==> src/rtl/lc3b_types.sv <==
// Shared LC-3b memory-interface types used by the port arbiter.
package lc3b_types;

  localparam int unsigned WORD_W  = 16;
  localparam int unsigned WMASK_W = 2;

  typedef logic [WORD_W-1:0]  lc3b_word;
  typedef logic [WMASK_W-1:0] lc3b_mem_wmask;

  typedef enum logic [2:0] {
    IDLE,
    SERVE_A,
    SERVE_B,
    RESP_A,
    RESP_B
  } lc3b_arb_state;

  typedef enum logic {
    GRANT_A = 1'b0,
    GRANT_B = 1'b1
  } lc3b_port;

  // One latched requester transaction as presented to pmem.
  typedef struct packed {
    logic          write;
    lc3b_word      address;
    lc3b_word      wdata;
    lc3b_mem_wmask wmask;
  } lc3b_mem_req;

endpackage

==> src/rtl/arb_select.sv <==
// Grant decision between instruction (a) and data (b) requesters.
module arb_select
  import lc3b_types::*;
#(
  parameter int unsigned DATA_PRIORITY = 1
) (
  input  logic     req_a,
  input  logic     req_b,
  input  lc3b_port last_grant,
  output logic     grant_a,
  output logic     grant_b
);

  // Single requester wins outright; a tie goes to b or to whoever was not last served.
  always_comb begin
    grant_a = 1'b0;
    grant_b = 1'b0;
    if (req_a && req_b) begin
      if ((DATA_PRIORITY != 0) || (last_grant == GRANT_A)) begin
        grant_b = 1'b1;
      end else begin
        grant_a = 1'b1;
      end
    end else begin
      grant_a = req_a;
      grant_b = req_b;
    end
  end

endmodule

==> src/rtl/mem_port_arbiter.sv <==
// Arbitrates split instruction/data memory ports onto one physical memory port.
module mem_port_arbiter
  import lc3b_types::*;
#(
  parameter int unsigned DATA_PRIORITY = 1
) (
  input  logic          clk,
  input  logic          rst_n,
  input  logic          mem_read_a,
  input  logic          mem_write_a,
  input  lc3b_mem_wmask mem_wmask_a,
  input  lc3b_word      mem_address_a,
  input  lc3b_word      mem_wdata_a,
  output logic          mem_resp_a,
  output lc3b_word      mem_rdata_a,
  input  logic          mem_read_b,
  input  logic          mem_write_b,
  input  lc3b_mem_wmask mem_wmask_b,
  input  lc3b_word      mem_address_b,
  input  lc3b_word      mem_wdata_b,
  output logic          mem_resp_b,
  output lc3b_word      mem_rdata_b,
  output logic          pmem_read,
  output logic          pmem_write,
  output lc3b_mem_wmask pmem_wmask,
  output lc3b_word      pmem_address,
  output lc3b_word      pmem_wdata,
  input  logic          pmem_resp,
  input  lc3b_word      pmem_rdata
);

  lc3b_arb_state r_state;
  lc3b_arb_state w_next_state;
  lc3b_port      r_last_grant;
  lc3b_mem_req   r_req;
  lc3b_word      r_rdata_a;
  lc3b_word      r_rdata_b;
  logic          w_req_a;
  logic          w_req_b;
  logic          w_grant_a;
  logic          w_grant_b;
  logic          w_serving;

  assign w_req_a = mem_read_a | mem_write_a;
  assign w_req_b = mem_read_b | mem_write_b;

  arb_select #(
    .DATA_PRIORITY(DATA_PRIORITY)
  ) u_arb_select (
    .req_a     (w_req_a),
    .req_b     (w_req_b),
    .last_grant(r_last_grant),
    .grant_a   (w_grant_a),
    .grant_b   (w_grant_b)
  );

  // State register.
  always_ff @(posedge clk or negedge rst_n) begin
    if (!rst_n) begin
      r_state <= IDLE;
    end else begin
      r_state <= w_next_state;
    end
  end

  // Next-state logic: IDLE -> SERVE_x -> (pmem_resp) -> RESP_x -> IDLE.
  always_comb begin
    w_next_state = r_state;
    case (r_state)
      IDLE: begin
        if (w_grant_b) begin
          w_next_state = SERVE_B;
        end else if (w_grant_a) begin
          w_next_state = SERVE_A;
        end
      end
      SERVE_A: if (pmem_resp) w_next_state = RESP_A;
      SERVE_B: if (pmem_resp) w_next_state = RESP_B;
      RESP_A:  w_next_state = IDLE;
      RESP_B:  w_next_state = IDLE;
      default: w_next_state = IDLE;
    endcase
  end

  // Latch the granted request in IDLE; write wins over read on the same port.
  // last_grant only influences ties when alternation is enabled.
  always_ff @(posedge clk or negedge rst_n) begin
    if (!rst_n) begin
      r_req        <= '0;
      r_last_grant <= GRANT_A;
    end else if (r_state == IDLE) begin
      if (w_grant_b) begin
        r_req        <= '{write: mem_write_b, address: mem_address_b,
                          wdata: mem_wdata_b, wmask: mem_wmask_b};
        r_last_grant <= GRANT_B;
      end else if (w_grant_a) begin
        r_req        <= '{write: mem_write_a, address: mem_address_a,
                          wdata: mem_wdata_a, wmask: mem_wmask_a};
        r_last_grant <= GRANT_A;
      end
    end
  end

  // Capture read data for the port being served; writes leave rdata untouched.
  always_ff @(posedge clk or negedge rst_n) begin
    if (!rst_n) begin
      r_rdata_a <= '0;
      r_rdata_b <= '0;
    end else if (pmem_resp && !r_req.write) begin
      if (r_state == SERVE_A) r_rdata_a <= pmem_rdata;
      if (r_state == SERVE_B) r_rdata_b <= pmem_rdata;
    end
  end

  // Outputs decoded from state and latched registers only.
  always_comb begin
    w_serving    = (r_state == SERVE_A) || (r_state == SERVE_B);
    pmem_read    = w_serving && !r_req.write;
    pmem_write   = w_serving && r_req.write;
    pmem_address = r_req.address;
    pmem_wdata   = r_req.wdata;
    pmem_wmask   = r_req.wmask;
    mem_resp_a   = (r_state == RESP_A);
    mem_resp_b   = (r_state == RESP_B);
    mem_rdata_a  = r_rdata_a;
    mem_rdata_b  = r_rdata_b;
  end

endmodule
==> config.mk <==
export PLATFORM = sky130hd
export DESIGN_NAME = mem_port_arbiter
export DESIGN_NICKNAME = d
export VERILOG_FILES = /design/src/rtl/lc3b_types.sv /design/src/rtl/arb_select.sv /design/src/rtl/mem_port_arbiter.sv
export SDC_FILE = /design/constraint.sdc
export NUM_CORES = 1
export LEC_CHECK = 0
export BUFFER_PORTS_ARGS = -buffer_cell sky130_fd_sc_hd__buf_2
export CELL_PAD_IN_SITES_DETAIL_PLACEMENT = 1
export CELL_PAD_IN_SITES_GLOBAL_PLACEMENT = 2
export CORE_MARGIN = 5
export CORE_UTILIZATION = 30
export CTS_CLUSTER_SIZE = 12
export DETAILED_ROUTE_END_ITERATION = 7
export HOLD_SLACK_MARGIN = 0.02
export PLACE_DENSITY = 0.89
export SLEW_MARGIN = 20
export SYNTH_ARGS = -nofsm -noshare
export SYNTH_HDL_FRONTEND = slang
export SYNTH_HIERARCHICAL = 1
export SYNTH_SLANG_ARGS = --single-unit
==> constraint.sdc <==
create_clock -name clk -period 2.1 [get_ports clk]
set_input_delay 0.105 -clock clk [delete_from_list [all_inputs] [get_ports clk]]
set_output_delay 0.105 -clock clk [all_outputs]
set_load 0.005 [all_outputs]
==> impl_results.md <==
- Outcome: complete, no violations
- Tot GR Track Use: 0.122
- Final Hold Vio Count: 0
- GRT overflow: 0
- Critical Path Sink Type: flop
- Setup slack, reg-to-reg: 430 ps
- Min-Delay Startpoint: pmem_rdata[5]
- Routed wire length: 8170 µm
- Power density over the cells: 1260 mW/mm²
- Max Cap Viol: 0
- Seq pwr share: 0.399
- Worst VDD drop: 456 µV
- Fillers: 1244
- Share of layout cells above drive strength 1: 0.755
- Slew Viols, Final: 0
- Io pins: 161
- Total power: 5.67 mW
- Largest net degree at the start of global routing: 34
- Vias per cell: 4.40
- Int Pwr: 4.12 mW
- Final setup viols: 0
- Final #Nets: 466
- Clk network pwr share: 0.287
- Drt drc: 0
- Die ar.: 0.0138 mm²
- Drt pass-1 iters: 2
- Initial DRC Count: 30
- Die Height: 117 µm
- Syn Std Cell Area: 0.00346 mm²
- Synthesized area per cell: 14.3 µm²
- Vias in the first global route: 2645
- Syn-to-layout area delta: 30.1%
- Post-DP HPWL: 6360 µm
- Setup ws final: 432 ps
- Worst-Skew Late Latency: 320 ps
- Global-route wire length before repair: 13800 µm
- Setup WS pre-CTS: 365 ps
- Ys Warns: 6
- Fin util: 0.396
- Initial Utilization: 0.305
- Antenna diodes: 0
- R2R depth: 4
- HP Class: input pin to flop
- Worst Path Max Fanout: 16
- Routed len/inst: 15.6 µm
- Worst stage delay on the critical path: 470 ps
- Clk slew on worst S/H paths: 60 ps
- Mapped Nets: 333
- F_max: 600 MHz
- Critical Path RT: 2310 ps
- Post-Synthesis Cells: 242
- Relative slew slack: 0.699
- Port-buffer cells: 160
- Final Cycle Share: 0.794
- CTS Buffer Depth: 2
- Post-route setup TNS: 0 ps
- Worst r2r src: r_state[0]$_DFFE_PN0P_
- Ordered list of cells on the worst path: and4bb_2 -> nor2b_1 -> buf_4 -> mux2_2
- WP data arrival: 1870 ps
- CP max stage cell: dfrtp_1
- Hold-critical path endpoint: mem_rdata_a[5]$_DFFE_PN0P_
- RSZ-0062 raised after global routing: no
- Critical path launch point type: flop
- Rows: 39
- Placer Congestion: 0.717
- Worst Tran Pin Value: 451 ps
- Worst Skew: 5.51 ps
- Root buffer cell: clkbuf_16
- Hold Path Depth: 2
- Setup Crit Path Kind: flop to flop
- Comb power frac: 0.314
- Switching share of power: 0.274
- Reg2Reg Capture Point: mem_rdata_b[13]$_DFFE_PN0P_
- Via count: 2301
- Detail Route Antenna Nets: 0
- Pleak: 2.24 nW
- CTS tree: built
- Post CTS Setup Buffer Count: 0
- Initial antenna violation count: 0
- Switching power: 1.55 mW
- Total CTS buffers: 9
- Die width: 117 µm
- Core area: 0.0114 mm²
- Number of H-tree levels: 3
- Tmin final: 1670 ps
- CTS Sinks: 70
[per-stage QoR]
step	instance area, µm²	cells	hold slack, ps
after floorplan	3460	242	-191
after global placement	4120	500	70.3
after detailed placement	4120	500	84.3
after CTS	4500	523	20.6
after global routing	4500	523	25.2
final	4500	523	31.8
[cells in the final DEF, fill, tap and decap left out, types with 2 or more instances in the layout]
cell type      count
buf_2            160
buf_4              4
bufinv_16          2
clkbuf_1           3
clkbuf_16          9
dfrtp_1           70
dlygate4sd3_1      7
mux2_2            93
mux2_4            10
nor2b_1            2
nor3_1             3
nor3b_1            2
or2_2              2
[worst max-delay path, delay by kind of cell (launching register included)]
family                 cells  cell delay (ps)
and+or+nand+nor            2              470
DFF                        1              470
muxes                      1              370
buffers and inverters      1              250
[cell type report]
class | instances | area, µm² | area share
Clock buffer | 13 | 250 | 0.0556
Sequential cell | 70 | 1750 | 0.389
Clock inverter | 3 | 67.6 | 0.0150
Inverter | 1 | 3.75 | 0.000834
Multi-Input combinational cell | 121 | 1330 | 0.295
Tap cell | 143 | 179 | 0.0397
Timing Repair Buffer | 172 | 921 | 0.205
[routing by layer]
metal / track usage / share of wire / wire length (µm) / vias up
met2: 0.199 / 0.47 / 3860 / 105
met1: 0.142 / 0.42 / 3420 / 1117
met4: 0.0435 / 0.012 / 102 / 0
li1: - / - / - / 1071
met3: 0.0525 / 0.098 / 799 / 8
met5: 0 / 0 / 0 / -
[worst max-delay path by stage]
stage | startpoint | endpoint | slack, ps | cells past startpoint
finish | r_state[0]$_DFFE_PN0P_ | mem_rdata_b[13]$_DFFE_PN0P_ | 430 | 4
floorplan | r_state[2]$_DFFE_PN0P_ | mem_rdata_a[10]$_DFFE_PN0P_ | 410 | 5
CTS | r_state[0]$_DFFE_PN0P_ | mem_rdata_b[13]$_DFFE_PN0P_ | 410 | 4
detailed placement | mem_write_b | pmem_address[10]$_DFFE_PN0P_ | 360 | 6
global route | r_state[0]$_DFFE_PN0P_ | mem_rdata_b[13]$_DFFE_PN0P_ | 310 | 4
global placement | mem_write_b | pmem_address[14]$_DFFE_PN0P_ | 350 | 6
[repair_timing]
action                    in CTS  in global routing
resized for setup              0                  0
hold buffers                   7                  0
hold endpoints to repair      25                  0
[power by group through the flow]
| stage | Sequential, mW | Clock [mW] | Combinational (mW) |
|---|---|---|---|
| 2_1_floorplan | 2.23 | 0 | 1.41 |
| 3_3_place_gp | 2.25 | 0 | 1.77 |
| 3_5_place_dp | 2.28 | 0 | 1.83 |
| 4_1_cts | 2.27 | 1.68 | 1.84 |
| 5_1_grt | 2.35 | 1.74 | 1.95 |
| 6_report | 2.26 | 1.63 | 1.78 |
[sequential cells by signal, indices dropped and copies added (netlist names)]
register      flops
pmem_address     16
pmem_wdata       16
r_state           3
mem_rdata_a      16
r_req             1
pmem_wmask        2
mem_rdata_b      16
(Power assumes the default switching activity.)
